### src/rtl/range_scan.sv
// Reads every count word out of the Collatz range block's RAM after it signals done.
// Each (index, count) pair is streamed out over valid/ready, and the sweep is reduced to max/argmax and min/argmin.
// Optional build macro RANGE_SCAN_SUM_EN adds a 32-bit sum of all counts on sum_count.
module range_scan #(
    parameter int RAM_WORDS     = 16,
    parameter int RAM_ADDR_BITS = 4
) (
    input  logic                     clk,
    input  logic                     rst_n,
    input  logic                     range_done,
    output logic [RAM_ADDR_BITS-1:0] rd_addr,
    input  logic [15:0]              rd_count,
    output logic                     busy,
    output logic                     out_valid,
    input  logic                     out_ready,
    output logic [RAM_ADDR_BITS-1:0] out_index,
    output logic [15:0]              out_count,
    output logic                     result_valid,
    output logic [15:0]              max_count,
    output logic [RAM_ADDR_BITS-1:0] max_index,
    output logic [15:0]              min_count,
    output logic [RAM_ADDR_BITS-1:0] min_index
`ifdef RANGE_SCAN_SUM_EN
    ,
    output logic [31:0]              sum_count
`endif
);

    // state     | meaning
    // S_IDLE    | waiting for range_done; results held
    // S_ADDR    | rd_addr driven, RAM read in flight
    // S_PRESENT | element offered downstream until accepted
    // S_FINISH  | accumulators copied to the result outputs
    typedef enum logic [1:0] {
        S_IDLE,
        S_ADDR,
        S_PRESENT,
        S_FINISH
    } state_t;

    localparam logic [RAM_ADDR_BITS-1:0] LAST_IDX = RAM_ADDR_BITS'(RAM_WORDS - 1);
    localparam logic [RAM_ADDR_BITS-1:0] IDX_ONE  = RAM_ADDR_BITS'(1);

    state_t                   state_q, state_d;
    logic [RAM_ADDR_BITS-1:0] idx_q, idx_d;
    logic [15:0]              max_acc_q, max_acc_d;
    logic [RAM_ADDR_BITS-1:0] max_idx_acc_q, max_idx_acc_d;
    logic [15:0]              min_acc_q, min_acc_d;
    logic [RAM_ADDR_BITS-1:0] min_idx_acc_q, min_idx_acc_d;
    logic                     result_valid_q, result_valid_d;
    logic [15:0]              max_count_q, max_count_d;
    logic [RAM_ADDR_BITS-1:0] max_index_q, max_index_d;
    logic [15:0]              min_count_q, min_count_d;
    logic [RAM_ADDR_BITS-1:0] min_index_q, min_index_d;
`ifdef RANGE_SCAN_SUM_EN
    logic [31:0]              sum_acc_q, sum_acc_d;
    logic [31:0]              sum_count_q, sum_count_d;
`endif

    always_ff @(posedge clk or negedge rst_n) begin
        if (!rst_n) begin
            state_q        <= S_IDLE;
            idx_q          <= '0;
            max_acc_q      <= '0;
            max_idx_acc_q  <= '0;
            min_acc_q      <= 16'hFFFF;
            min_idx_acc_q  <= '0;
            result_valid_q <= 1'b0;
            max_count_q    <= '0;
            max_index_q    <= '0;
            min_count_q    <= '0;
            min_index_q    <= '0;
`ifdef RANGE_SCAN_SUM_EN
            sum_acc_q      <= '0;
            sum_count_q    <= '0;
`endif
        end else begin
            state_q        <= state_d;
            idx_q          <= idx_d;
            max_acc_q      <= max_acc_d;
            max_idx_acc_q  <= max_idx_acc_d;
            min_acc_q      <= min_acc_d;
            min_idx_acc_q  <= min_idx_acc_d;
            result_valid_q <= result_valid_d;
            max_count_q    <= max_count_d;
            max_index_q    <= max_index_d;
            min_count_q    <= min_count_d;
            min_index_q    <= min_index_d;
`ifdef RANGE_SCAN_SUM_EN
            sum_acc_q      <= sum_acc_d;
            sum_count_q    <= sum_count_d;
`endif
        end
    end

    always_comb begin
        state_d        = state_q;
        idx_d          = idx_q;
        max_acc_d      = max_acc_q;
        max_idx_acc_d  = max_idx_acc_q;
        min_acc_d      = min_acc_q;
        min_idx_acc_d  = min_idx_acc_q;
        result_valid_d = result_valid_q;
        max_count_d    = max_count_q;
        max_index_d    = max_index_q;
        min_count_d    = min_count_q;
        min_index_d    = min_index_q;
`ifdef RANGE_SCAN_SUM_EN
        sum_acc_d      = sum_acc_q;
        sum_count_d    = sum_count_q;
`endif
        case (state_q)
            S_IDLE: begin
                if (range_done) begin
                    state_d        = S_ADDR;
                    idx_d          = '0;
                    result_valid_d = 1'b0;
                    max_acc_d      = '0;
                    max_idx_acc_d  = '0;
                    min_acc_d      = 16'hFFFF;
                    min_idx_acc_d  = '0;
`ifdef RANGE_SCAN_SUM_EN
                    sum_acc_d      = '0;
`endif
                end
            end
            S_ADDR: begin
                state_d = S_PRESENT;
            end
            S_PRESENT: begin
                if (out_ready) begin
                    // Strict compares so ties keep the lowest index.
                    if (rd_count > max_acc_q) begin
                        max_acc_d     = rd_count;
                        max_idx_acc_d = idx_q;
                    end
                    if (rd_count < min_acc_q) begin
                        min_acc_d     = rd_count;
                        min_idx_acc_d = idx_q;
                    end
`ifdef RANGE_SCAN_SUM_EN
                    sum_acc_d = sum_acc_q + {16'h0000, rd_count};
`endif
                    if (idx_q == LAST_IDX) begin
                        state_d = S_FINISH;
                    end else begin
                        idx_d   = idx_q + IDX_ONE;
                        state_d = S_ADDR;
                    end
                end
            end
            S_FINISH: begin
                max_count_d    = max_acc_q;
                max_index_d    = max_idx_acc_q;
                min_count_d    = min_acc_q;
                min_index_d    = min_idx_acc_q;
`ifdef RANGE_SCAN_SUM_EN
                sum_count_d    = sum_acc_q;
`endif
                result_valid_d = 1'b1;
                state_d        = S_IDLE;
            end
            default: begin
                state_d = S_IDLE;
            end
        endcase
    end

    // rd_addr holds idx through PRESENT so the registered read stays stable under stall.
    always_comb begin
        rd_addr   = '0;
        out_valid = 1'b0;
        out_index = '0;
        out_count = '0;
        busy      = (state_q != S_IDLE);
        if (state_q == S_ADDR || state_q == S_PRESENT) begin
            rd_addr = idx_q;
        end
        if (state_q == S_PRESENT) begin
            out_valid = 1'b1;
            out_index = idx_q;
            out_count = rd_count;
        end
    end

    assign result_valid = result_valid_q;
    assign max_count    = max_count_q;
    assign max_index    = max_index_q;
    assign min_count    = min_count_q;
    assign min_index    = min_index_q;
`ifdef RANGE_SCAN_SUM_EN
    assign sum_count    = sum_count_q;
`endif

endmodule

### config.mk
export PLATFORM = sky130hd
export DESIGN_NAME = range_scan
export DESIGN_NICKNAME = d
export VERILOG_FILES = /design/src/rtl/range_scan.sv
export SDC_FILE = /design/constraint.sdc
export NUM_CORES = 1
export LEC_CHECK = 0
export BUFFER_PORTS_ARGS = -buffer_cell sky130_fd_sc_hd__buf_4
export CORE_ASPECT_RATIO = 1.25
export CORE_MARGIN = 1
export CORE_UTILIZATION = 35
export DETAILED_ROUTE_END_ITERATION = 6
export HOLD_SLACK_MARGIN = 0.02
export REMOVE_ABC_BUFFERS = 1
export SYNTH_ARGS = -nofsm -noshare
export SYNTH_HDL_FRONTEND = slang
export SYNTH_SLANG_ARGS = --single-unit
### constraint.sdc
create_clock -name clk -period 3.39 [get_ports clk]
set_clock_uncertainty 0.1 [all_clocks]
set_input_delay 0.339 -clock clk [delete_from_list [all_inputs] [get_ports clk]]
set_output_delay 0.339 -clock clk [all_outputs]
set_load 0.02 [all_outputs]
### Yosys cells after proc, flatten, opt, wreduce, memory -nomap -nowiden

Index checks and enable logic that the tools add are counted.

* bits in registers: 87
* input port bits: 20
* output and inout port bits: 67

* $add $sub $neg: 1
* $lt $le $gt $ge: 2
* eq/ne operators: 9
* multiplexer cells: 28
* reduce and logical (&&, ||, !) cells: 10

Operator list (number)
* 16-bit 2-to-1 mux: 7
* 16-bit one-hot mux with 2 select lines: 2
* 4-bit 2-to-1 mux: 9
* 4-bit one-hot mux with 2 select lines: 3
* 16-bit > comparator: 1
* 16-bit < comparator: 1
* 4-bit AND reduction: 3
* 2-bit inequality test (second input constant): 5
* 2-bit one-hot mux with 4 select lines: 1
* 2-bit 2-to-1 mux: 3
* 2-bit nonzero test: 3
* 4-bit by 1-bit adder with 4-bit output (second input constant): 1
* 2-bit == test (second input constant): 2
* 4-bit == test (second input constant): 1
* 2-bit AND reduction: 2
* 2-bit by 1-bit == test with 1-bit output (second input constant): 1
* 2-bit zero test: 1
* 1-bit 2-to-1 mux: 2
* 1-bit one-hot mux with 2 select lines: 1
* 1-bit logical OR: 1

### Depth between registers and ports, before layout

* depth after elaboration: 4
* depth in mapped cells: 8
* mapped depth without buffers: 7

### Worst setup path after synthesis

OpenSTA, ideal clock, no wires.

* kind: flip-flop to flip-flop
* start point: reg state_q[0]
* end point: reg max_acc_q[0]
* arrival time: 1.998 ns
* required time: 3.165 ns
* path slack: 1.167 ns
* stages on the path, launching flop included: 8
* period minus slack after synthesis: 2.223 ns
* cell sequence: dfrtp_1 -> inv_1 -> ha_1 -> clkbuf_1 -> o221ai_2 -> a31oi_2 -> buf_6 -> mux2_4

* longest elaborated chain between the ends: 3
* elaborated cells between the ends (all ways): 8
* classes of those cells: eq/ne (4); mux (1); reduce/logical (3)

Ends and longest elaborated chain
* from (decl): line 44 `state_t state_q, state_d;`
* from (signal assigned): line 78 `state_q <= state_d;`
* 2-bit == test / 2-bit zero test (equally long branches): line 112 `case (state_q)`
* 2-bit inequality test (no line) / 2-bit nonzero test (equally long branches)
* 4-bit AND reduction (no line)
* to (signal assigned): line 80 `max_acc_q <= max_acc_d;`
* to (decl): line 46 `logic [15:0] max_acc_q, max_acc_d;`

Several ways; a longest one is shown, not always the timed one.
A chain may end at the register's enable or synchronous reset.

### Worst setup path after layout

* start point: reg state_q[0]
* end point: reg max_acc_q[13]

The elaborated chain is that of the path after synthesis.

==> metrics <==
vias in the first global route 3209; total core area 0.0123 sq mm; Post-Syn Area 0.00449 sq mm; GRT Total Usage 16.2%; TritonCTS clock tree yes; Placer Congestion 0.808; Final Util 45.9%; synthesized instance count 362; period utilization 89.9%; Lkg Pwr 2.73 nW; outcome completed; PortBufs 86; worst-path maximum fanout 20; layout overhead on the synthesized area 26.1%; hold_sp rd_count[6]; synth unique cells 46; GR Overflow Total 0; Root Buffer clkbuf_16; Setup crit end kind register; Bufs on Longest Clock Path 2; Synth Area per Inst 12.4 sq um; Critical Path RT 3510 ps; row count 45; worst flop-to-flop path endpoint max_acc_q[13]; ant diodes 0; placed cells 604; Routed WL 10100 microns; hold worst-path end min_acc_q[6]; reg-to-reg slack, setup 340 ps; Hold WC Path Type primary input to register; Worst EP arrival 3170 ps; Die X 103 microns; sequential area share after synthesis 49.0%; measured slew at the worst slew-check pin 1120 ps; unrepaired setup endpoints after global routing false; Antenna Nets Post-Route 0; Die Span Y 129 microns; Synth top area share 39.6%; reg-to-reg startpoint state_q[0]; power density over the cells 890 mW/mm^2; worst r2r path cells 6; Tot Pwr 5.04 mW; crit path launch state_q[0]; CTS resizes 0; DRC violations left 0; WHS Path Cells 2; Placed Area 0.00533 sq mm; initial drt markers 65; post-CTS setup buffers 0; antenna violations before repair 0; EDFF count, synth 0; Max-slew headroom 25.1%; Max VDD drop 401 uV; # IOs 87; Slew Limit Fails 0; max-cap viol count 0; Die Area 0.0133 sq mm; Area contributors post-synth dfrtp_1 (40%), ha_1 (10%), mux2_2 (10%); clk sinks 87; final instance area 0.00566 sq mm; drt wl/cell 16.3 microns; vias per cell 4.97; Post-Layout Cell Count 621; largest net degree at the start of global routing 64; ys flop type dfrtp_1; post-synth top area cell dfrtp_1; Num CTS Buffers 9; ys async rst share 100%; maximum clock frequency 328 MHz; Ys Warns 0; endpoints failing setup 0; vias post-DR 3089; minimum clock period 3050 ps; Initial Util 36.4%; Pre-antenna DRT Iters 4; TNS Setup 0 ps; Fin. Hold Viols 0; Startpoint Class register; Yosys reg bits 87; share of layout cells above drive strength 1 41.6%; Nets 508; first-pass GRT wire length 16100 microns; clock latency on the worst-skew pair 340 ps; DP Wirelength 7220 microns; CP Class register to register; Worst-path clk slew 60 ps; H-tree depth 3
## repair_timing
action                     4_1_cts  5_1_grt
hold endpoints to repair        24        0
hold buffers                     1        0
setup endpoints to repair        0        0
## layout make-up
class,count,area [sq um]
inverters,41,154
repair buffers,94,708
well taps,164,205
clock buffers,13,250
multi-input cells,219,2080
clock inverters,3,67.6
flip-flops and latches,87,2200
fillers,1147,6670
## Yosys cell counts, types with 2 or more instances
library cell / number
mux2_2: 40
mux2_4: 20
nand2_1: 8
buf_6: 2
o22ai_1: 4
inv_1: 41
a21oi_1: 11
and2_1: 26
a21o_1: 3
nand4_1: 5
clkbuf_1: 8
o32a_1: 17
o21ai_0: 6
nor2_1: 6
a211oi_1: 3
or3_1: 3
a211o_1: 2
ha_1: 36
and3_1: 2
nand3_1: 5
dfrtp_1: 71
buf_4: 2
dfstp_2: 16
buf_2: 3
## placed cells by master (no fill, tap or decap), types with 2 or more instances in the layout
master,n
buf_4,93
dfrtp_1,71
inv_1,41
mux2_2,40
ha_1,35
and2_1,26
mux2_4,20
o32a_1,17
dfstp_2,16
a21oi_1,11
clkbuf_16,9
nand2_1,8
o21ai_0,6
nor2_1,6
nand4_1,5
nand3_1,5
o22ai_1,4
a211oi_1,3
or3_1,3
a21o_1,3
clkbuf_1,3
and3_1,2
a211o_1,2
bufinv_16,2
## registers in the layout, summed over array words and instances (netlist names), 2 cells and up
name,flops
idx_q,4
max_acc_q,16
max_count,16
max_idx_acc_q,4
max_index,4
min_acc_q,16
min_count,16
min_idx_acc_q,4
min_index,4
state_q,2
## critical path, cell delays in order, from the launching register on
cell and delay [ps]:
dfrtp_1 400, inv_1 100, ha_1 500, a21oi_4 390, o221ai_2 170, a31oi_4 910
mux2_4 350
## through the flow
stage | worst slack, ps | hold slack (ps)
3_3_place_gp | 397 | 375
5_1_grt | 208 | 148
6_report | 341 | 159
2_1_floorplan | 378 | -56.6
3_5_place_dp | 358 | 383
4_1_cts | 334 | 150
## logic make-up after synthesis
family / Yosys count / synth area share (%)
flip-flops: 87 / 49.0
AND/OR/NAND/NOR: 62 / 7.98
multiplexers: 61 / 17.0
AO/OA/AOI/OAI: 60 / 10.8
buffers and inverters: 56 / 5.27
adder cells (fa/ha/maj): 36 / 10.0
## report_power, final
group | internal [mW] | leakage [nW] | switching, mW
registers | 1.42 | 1.07 | 0.238
logic | 1.07 | 1.52 | 1.25
clock network | 0.666 | 0.150 | 0.387
## routing by layer
layer	vias up	share of wire, %	GRT usage (%)
met4	0	1.2	5.22
met5	-	0	0
met3	11	4.1	3.48
met1	1529	45	20.4
met2	74	50	27.4
li1	1475	-	-
## how the worst max path moves through the flow
| stage | slack (ps) | depth (start not counted) | end |
|---|---|---|---|
| after CTS | 330 | 6 | max_acc_q[4] |
| after global routing | 210 | 6 | max_acc_q[9] |
| final | 340 | 6 | max_acc_q[13] |
| after floorplan | 380 | 6 | max_acc_q[0] |
| after global placement | 400 | 5 | max_acc_q[14] |
| after detailed placement | 360 | 6 | max_acc_q[13] |
Note: power is estimated with default switching activity, not from simulation.
